### config.mk
export PLATFORM = sky130hd
export DESIGN_NAME = uart_tx_engine
export DESIGN_NICKNAME = d
export VERILOG_FILES = /design/src/rtl/uart_pkg.sv /design/src/rtl/uart_bit_timer.sv /design/src/rtl/uart_tx_engine.sv
export SDC_FILE = /design/constraint.sdc
export NUM_CORES = 1
export LEC_CHECK = 0
export CAP_MARGIN = 20
export CORE_UTILIZATION = 50
export CTS_BUF_LIST = sky130_fd_sc_hd__clkbuf_4 sky130_fd_sc_hd__clkbuf_8
export DETAILED_ROUTE_END_ITERATION = 10
export PLACE_DENSITY = 0.82
export SYNTH_ARGS = -nofsm -noshare
export SYNTH_HDL_FRONTEND = slang
export SYNTH_SLANG_ARGS = --single-unit
### constraint.sdc
create_clock -name clk -period 4.1 [get_ports clk]
set_input_delay 0.82 -clock clk [delete_from_list [all_inputs] [get_ports clk]]
set_output_delay 0.82 -clock clk [all_outputs]
set_load 0.005 [all_outputs]
### src/rtl/uart_pkg.sv
// Shared UART constants: frame geometry, baud divisors for a 50 MHz clock,
// line levels and the transmit engine state encoding.
package uart_pkg;

  localparam int BAUD_W     = 20;
  localparam int FRAME_BITS = 11;

  localparam int K_9600   = 5208;
  localparam int K_19200  = 2604;
  localparam int K_115200 = 434;

  localparam logic STOP_BIT  = 1'b1;
  localparam logic START_BIT = 1'b0;

  typedef enum logic [1:0] {
    TX_IDLE  = 2'd0,
    TX_LOAD  = 2'd1,
    TX_SHIFT = 2'd2
  } tx_state_e;

endpackage

### src/rtl/uart_bit_timer.sv
// Bit-time generator: counts k clocks per bit and FRAME_BITS bits per frame,
// flagging each bit boundary (btu) and the final one (done).
module uart_bit_timer #(
  parameter int BAUD_W     = 20,
  parameter int FRAME_BITS = 11
) (
  input  logic              clk,
  input  logic              reset_n,
  input  logic              doit_i,
  input  logic [BAUD_W-1:0] k_i,
  output logic              btu_o,
  output logic              done_o
);

  localparam int CNT_W = $clog2(FRAME_BITS);

  logic [BAUD_W-1:0] baud_cnt_q, baud_cnt_d;
  logic [CNT_W-1:0]  bit_cnt_q, bit_cnt_d;

  // k_i is never zero: the engine clamps it to 1 when latching.
  assign btu_o  = doit_i && (baud_cnt_q == (k_i - 1'b1));
  assign done_o = btu_o && (bit_cnt_q == CNT_W'(FRAME_BITS - 1));

  always_comb begin
    baud_cnt_d = baud_cnt_q;
    bit_cnt_d  = bit_cnt_q;
    if (!doit_i) begin
      baud_cnt_d = '0;
      bit_cnt_d  = '0;
    end else if (btu_o) begin
      baud_cnt_d = '0;
      bit_cnt_d  = done_o ? '0 : bit_cnt_q + 1'b1;
    end else begin
      baud_cnt_d = baud_cnt_q + 1'b1;
    end
  end

  always_ff @(posedge clk) begin
    if (!reset_n) begin
      baud_cnt_q <= '0;
      bit_cnt_q  <= '0;
    end else begin
      baud_cnt_q <= baud_cnt_d;
      bit_cnt_q  <= bit_cnt_d;
    end
  end

endmodule

### src/rtl/uart_tx_engine.sv
// UART transmit framing: one-byte holding register, framing-bit capture from
// the bit decoder, and an LSB-first 11-bit shift register driving tx.
module uart_tx_engine
  import uart_pkg::*;
#(
  parameter int BAUD_W = uart_pkg::BAUD_W
) (
  input  logic              clk,
  input  logic              reset_n,
  input  logic              load,
  input  logic [7:0]        out_port,
  input  logic [BAUD_W-1:0] baud_k,
  input  logic              b10,
  input  logic              b9,
  output logic [7:0]        ld_data,
  output logic              tx,
  output logic              txrdy,
  output logic              tx_done
);

  tx_state_e                 state_q, state_d;
  logic [7:0]                ld_data_q, ld_data_d;
  logic [FRAME_BITS-1:0]     shift_q, shift_d;
  logic [BAUD_W-1:0]         k_q, k_d;
  logic                      tx_done_q, tx_done_d;
  logic                      doit, btu, done;

  // Handshake: a byte is taken on any edge where load=1 and txrdy=1; txrdy
  // stays low from that edge until the stop bit finishes, and load while
  // txrdy=0 is dropped, not queued.
  assign txrdy   = (state_q == TX_IDLE);
  assign doit    = (state_q == TX_SHIFT);
  assign ld_data = ld_data_q;
  assign tx      = shift_q[0];
  assign tx_done = tx_done_q;

  uart_bit_timer #(
    .BAUD_W    (BAUD_W),
    .FRAME_BITS(FRAME_BITS)
  ) u_bit_timer (
    .clk    (clk),
    .reset_n(reset_n),
    .doit_i (doit),
    .k_i    (k_q),
    .btu_o  (btu),
    .done_o (done)
  );

  always_comb begin
    state_d   = state_q;
    ld_data_d = ld_data_q;
    shift_d   = shift_q;
    k_d       = k_q;
    tx_done_d = 1'b0;
    case (state_q)
      TX_IDLE: begin
        if (load) begin
          ld_data_d = out_port;
          state_d   = TX_LOAD;
        end
      end
      // One cycle after capture the decoder's b10/b9 reflect the new byte.
      TX_LOAD: begin
        shift_d = {STOP_BIT, b10, b9, ld_data_q[6:0], START_BIT};
        k_d     = (baud_k == '0) ? BAUD_W'(1) : baud_k;
        state_d = TX_SHIFT;
      end
      TX_SHIFT: begin
        if (btu) begin
          shift_d = {1'b1, shift_q[FRAME_BITS-1:1]};
          if (done) begin
            state_d   = TX_IDLE;
            tx_done_d = 1'b1;
          end
        end
      end
      default: state_d = TX_IDLE;
    endcase
  end

  always_ff @(posedge clk) begin
    if (!reset_n) begin
      state_q   <= TX_IDLE;
      ld_data_q <= 8'h00;
      shift_q   <= '1;
      k_q       <= BAUD_W'(1);
      tx_done_q <= 1'b0;
    end else begin
      state_q   <= state_d;
      ld_data_q <= ld_data_d;
      shift_q   <= shift_d;
      k_q       <= k_d;
      tx_done_q <= tx_done_d;
    end
  end

endmodule

Word-level counts from Yosys, hierarchy flattened
Index checks and enable logic that the tools add are counted.
Word-level totals
  bits of input ports: 33
  output and inout bits: 11
  word-level logic and storage cells: 39
  register bits after elaboration: 66
Cells by class
  multiplexer cells: 9
  eq/ne operators: 7
  add/subtract/negate cells: 3
  bitwise gates (word level): 2
  reduce and logical (&&, ||, !) cells: 11
Operator list (count)
  case mux 11 bit (2 select lines): 1
  adder 20 x 1 -> 20 bit (second input constant): 1
  equality test 20 bit: 1
  logical NOT 20 bit: 1
  2-to-1 mux 20 bit: 1
  subtractor 20 x 1 -> 20 bit (second input constant): 1
  2-to-1 mux 11 bit: 1
  2-to-1 mux 2 bit: 3
  != test 2 bit (second input constant): 3
  case mux 2 bit (3 select lines): 1
  AND reduction 2 bit: 3
  AND reduction 3 bit: 2
  adder 4 x 1 -> 4 bit (second input constant): 1
  equality test 4 bit (second input constant): 1
  2-to-1 mux 4 bit: 1
  OR reduction 3 bit: 1
  equality test 2 x 1 -> 1 bit (second input constant): 1
  equality test 2 bit (second input constant): 1
  logical AND 1 bit: 2
  logical NOT 2 bit: 1
  inverter 1 bit: 2
  nonzero test 2 bit: 1
  2-to-1 mux 1 bit: 1

Depth between registers and ports, before layout
  word-level depth: 7
  gate-level depth with buffers: 12
  mapped depth without buffers: 9

Modules after synthesis
A second synthesis with hierarchy kept.
Unflattened totals
  cells, all modules: 431
  area total of the unflattened synthesis: 3723.6 um2
By module, submodules not included
  uart_bit_timer: times used 1, seq. area each 480.5 um2, cells each 237, area an instance 1916.8 um2
  uart_tx_engine: times used 1, seq. area each 820.8 um2, cells each 194, area an instance 1806.7 um2

Least setup slack after synthesis
No wires, ideal clock.
  path kind: register -> register
  start point: reg k_q[0]
  end point: reg shift_q[0]
  clock period less this slack: 2.869 ns
  path slack: 1.231 ns
  buffers on the path: 3
  data required time: 3.980 ns
  setup time: 0.120 ns
  arrival time: 2.749 ns
  stages on the path, launching flop included: 13
  path through: dfxtp_1 -> buf_6 -> inv_1 -> ha_1 -> or3b_2 -> nor4_1 -> o2111ai_1 -> a22oi_2 -> and4_1 -> buf_4 -> a31oi_1 -> buf_6 -> a211o_1
Between the ends
  cells in the longest elaborated chain, start to end: 5
Ends and longest elaborated chain
  start, declared: line uart_tx_engine.sv:24  | logic [BAUD_W-1:0] k_q, k_d;
  start signal, assigned: line uart_tx_engine.sv:92  | k_q <= k_d;
  subtractor 20 x 1 -> 20 bit: line uart_bit_timer.sv:21  | assign btu_o = doit_i && (baud_cnt_q == (k_i - 1'b1));
  equality test 20 bit: line uart_bit_timer.sv:21
  logical AND 1 bit: line uart_bit_timer.sv:21
  != test 2 bit (no line)
  AND reduction 2 bit (no line)
  end signal, assigned: line uart_tx_engine.sv:91  | shift_q <= shift_d;
  end, declared: line uart_tx_engine.sv:23  | logic [FRAME_BITS-1:0] shift_q, shift_d;
No other way between the ends.
A chain may end at the register's enable or synchronous reset.

Worst setup path after layout
Same ends and word-level chain as after synthesis.

==> impl_metrics.csv <==
group,metric,value,unit
grt,grt_pass1_vias,2951,
yosys,syn_area,3545,µm²
grt,overflow,0,
clocking,cts.repair.resized,0,
placed_design,dp_slack,0.8506,ns
yosys,synth_edf_count,0,
power_and_ir_drop,p_per_area,402.6,nW/µm²
yosys,ys_warn_count,0,
clocking,cts_buffers,9,
yosys,synth_ff_type,"dfxtp_1",
detailed_routing,drt_wl_total,8363,µm
clocking,cts_hold_buf,0,
run_status,status,"complete, no violations",
detailed_routing,route.detailed.drc,0,
min_path,hold_path_class,"reg -> reg",
clocking,cts_tree,"done",
finish,layout.nets,496,
timing,hold_violations,0,
power_and_ir_drop,irDropWorstVdd,0.0002255,V
setup_path,critical_path_class,"reg -> reg",
yosys,avgSynthCellArea,8.460,µm²
timing,setup_viol,0,
setup_path,cp.depth,10,
clocking,clock_sinks,65,
timing,holdWs,0.4752,ns
floorplan,fp-row-count,30,
yosys,synth.distinct_cells,53,
setup_path,rr_endpoint,"shift_q[0]",
grt,grt_pass1_wl,13690,µm
floorplan,start_util,51.89,%
grt,grt_max_degree,47,
finish,areaGrowthSynthToFinish,19.17,%
setup_path,crit_slowest_cell,"or3b_2",
yosys,ys_seq_area_share,36.71,%
setup_path,end_kind,"register",
timing,tns,0,ns
placed_design,globalplace.congestion,0.8997,
timing,period_needed,3.271,ns
clocking,post_cts.repair.setup_buffers,0,
setup_path,reg2reg_slack,0.83,ns
setup_path,path_delay_family,"simple AND/OR/NAND/NOR gates",
detailed_routing,vias,3155,
setup_path,path_cells,"inv_1, ha_1, or3b_2, nor4_1, nor3b_1, a2bb2oi_1, and4_1, a31oi_1, buf_4, a211o_1",
timing,rsz0062_at_grt,"no",
setup_path,cp_max_fo,10,
floorplan,ioPinCount,44,
placed_design,portBuffers,43,
setup_path,critPathBufInv,2,
detailed_routing,vias_per_cell,5.674,
finish,drive_gt1_share,6.087,%
clocking,clockBufferDepth,2,
timing,clock-skew-final,0.01406,ns
timing,setup_ws,0.8289,ns
setup_path,critPathLaunchType,"register",
finish,antennaDiodeCount,0,
clocking,clkTransAtPathRegs,0.09,ns
timing,finalMaxSlewViolations,0,
setup_path,crit_path_start,"k_q[0]",
detailed_routing,first_iter_violations,179,
placed_design,hpwl,6050,µm
timing,relSlewSlack,45.37,%
yosys,yosys_register_bits,65,
setup_path,cp_data_required_time,4.36,ns
setup_path,r2r_start,"k_q[0]",
floorplan,die_w,86.20,µm
floorplan,die_h,86.20,µm
yosys,syn_inst,419,
floorplan,fp.coreArea,6832,µm²
yosys,syn_nets,460,
detailed_routing,post_drt_wl_per_cell,15.04,µm
floorplan,dieArea,7430,µm²
grt,antenna_found_initial,0,
setup_path,cp_slowest_stage_delay,0.52,ns
setup_path,arrival,3.53,ns
power_and_ir_drop,p_leak,1.587,nW
yosys,synthArstFlopShare,0,%
timing,fmax,305.7,MHz
job,max_cap_violations,0,
clocking,clk_latency,0.36,ns
timing,min_period_over_period,79.78,%
detailed_routing,antenna_left,0,
setup_path,worstRegToRegCells,10,
detailed_routing,drt_first_pass_iters,4,
grt,gr-usage-all-layers,23.91,%
clocking,htreeDepth,3,
timing,worst_pin_slew,0.8131,ns
clocking,clock-root-buffer,"clkbuf_8",
setup_path,setup.worst_path.end,"shift_q[0]",
-- worst min-delay path by stage --
stage               startpoint          to  slack (ns)  depth (start not counted)
floorplan           shift_q[9]  shift_q[9]        0.44                          2
global placement    ld_data[7]  ld_data[7]        0.45                          2
detailed placement  ld_data[7]  ld_data[7]        0.45                          2
CTS                 ld_data[7]  ld_data[7]        0.47                          2
global route        shift_q[9]  shift_q[9]        0.49                          2
finish              ld_data[0]  ld_data[0]        0.48                          2
-- sequential cells by signal, summed over array words and instances, names as in the netlist --
signal / cells
tx_done: 1
shift_q: 10
u_bit_timer.bit_cnt_q: 4
ld_data: 8
u_bit_timer.baud_cnt_q: 20
k_q: 20
state_q: 2
-- report_power, final --
group	internal, mW	switching (mW)	total (mW)
Clock	0.292	0.281	0.573
Sequential	0.681	0.0493	0.730
Combinational	0.189	0.208	0.397
Total	1.16	0.539	1.70
-- stage by stage --
| step | power (mW) | cells | utilization [%] | area, µm² |
|---|---|---|---|---|
| finish | 1.701 | 556 | 61.83 | 4224 |
| global route | 1.792 | 556 | 61.83 | 4224 |
| CTS | 1.707 | 556 | 61.83 | 4224 |
| detailed placement | 1.135 | 540 | 58.79 | 4016 |
| global placement | 1.121 | 540 | 58.79 | 4016 |
| floorplan | 1.022 | 419 | - | 3545 |
-- worst min-delay path: stages (launching register included) --
cell and delay (ns):
dfxtp_1 0.33, nand2_1 0.06, a21oi_1 0.05
-- logic make-up after synthesis --
| group | synth area share (%) |
|---|---|
| compound gates | 12.25 |
| xor+xnor | 10.13 |
| fa+ha+maj | 2.824 |
| buf+inv | 3.812 |
| mux | 8.472 |
| simple gates | 25.80 |
| flops | 36.71 |
-- cells in the final DEF (no fill, tap or decap), types with 2 or more instances in the layout --
master	count
a211o_1	2
a211oi_1	11
a21oi_1	16
a2bb2oi_1	2
a31oi_1	3
and2_1	2
and3_1	6
and4_1	2
buf_4	3
clkbuf_8	9
clkdlybuf4s50_1	43
dfxtp_1	65
ha_1	8
inv_1	8
inv_6	3
mux2i_1	30
nand2_1	28
nand2b_1	2
nand3_1	19
nand4_1	10
nor2_1	64
nor2b_1	14
nor3_1	9
nor3b_1	4
nor4_1	12
o2111ai_1	3
o211ai_1	4
o21ai_0	5
or2_2	2
or3_1	3
or4_1	2
or4_4	2
xnor2_1	20
xor2_1	21
-- area by class of cell --
cell class / instances / area (µm²)
flip-flops and latches: 65 / 1301
multi-input cells: 324 / 2108
well taps: 96 / 120.1
clock inverters: 7 / 83.83
repair buffers: 46 / 452.9
inverters: 9 / 33.78
clock buffers: 9 / 123.9
fillers: 598 / 2608
-- cell usage after synthesis (9+ instances only) --
library cell | n | area [µm²]
dfxtp_1 | 65 | 1301
xor2_1 | 21 | 183.9
xnor2_1 | 20 | 175.2
nand4_1 | 10 | 62.56
a21oi_1 | 16 | 80.08
nand3_1 | 19 | 95.09
clkbuf_1 | 13 | 48.80
a211oi_1 | 11 | 82.58
nor2b_1 | 14 | 87.58
mux2i_1 | 30 | 300.3
nand2_1 | 28 | 105.1
nor2_1 | 64 | 240.2
nor3_1 | 9 | 45.04
nor4_1 | 12 | 75.07
-- routing by layer --
layer  track usage, %  vias to the layer above  routed length (µm)
li1                 -                     1563                   -
met1            29.88                     1491                3699
met2            40.12                       89                4097
met3            4.476                       12                 383
met4            10.76                        0                 182
met5                0                        -                   0
No activity file was read; power rests on OpenSTA's default activity.
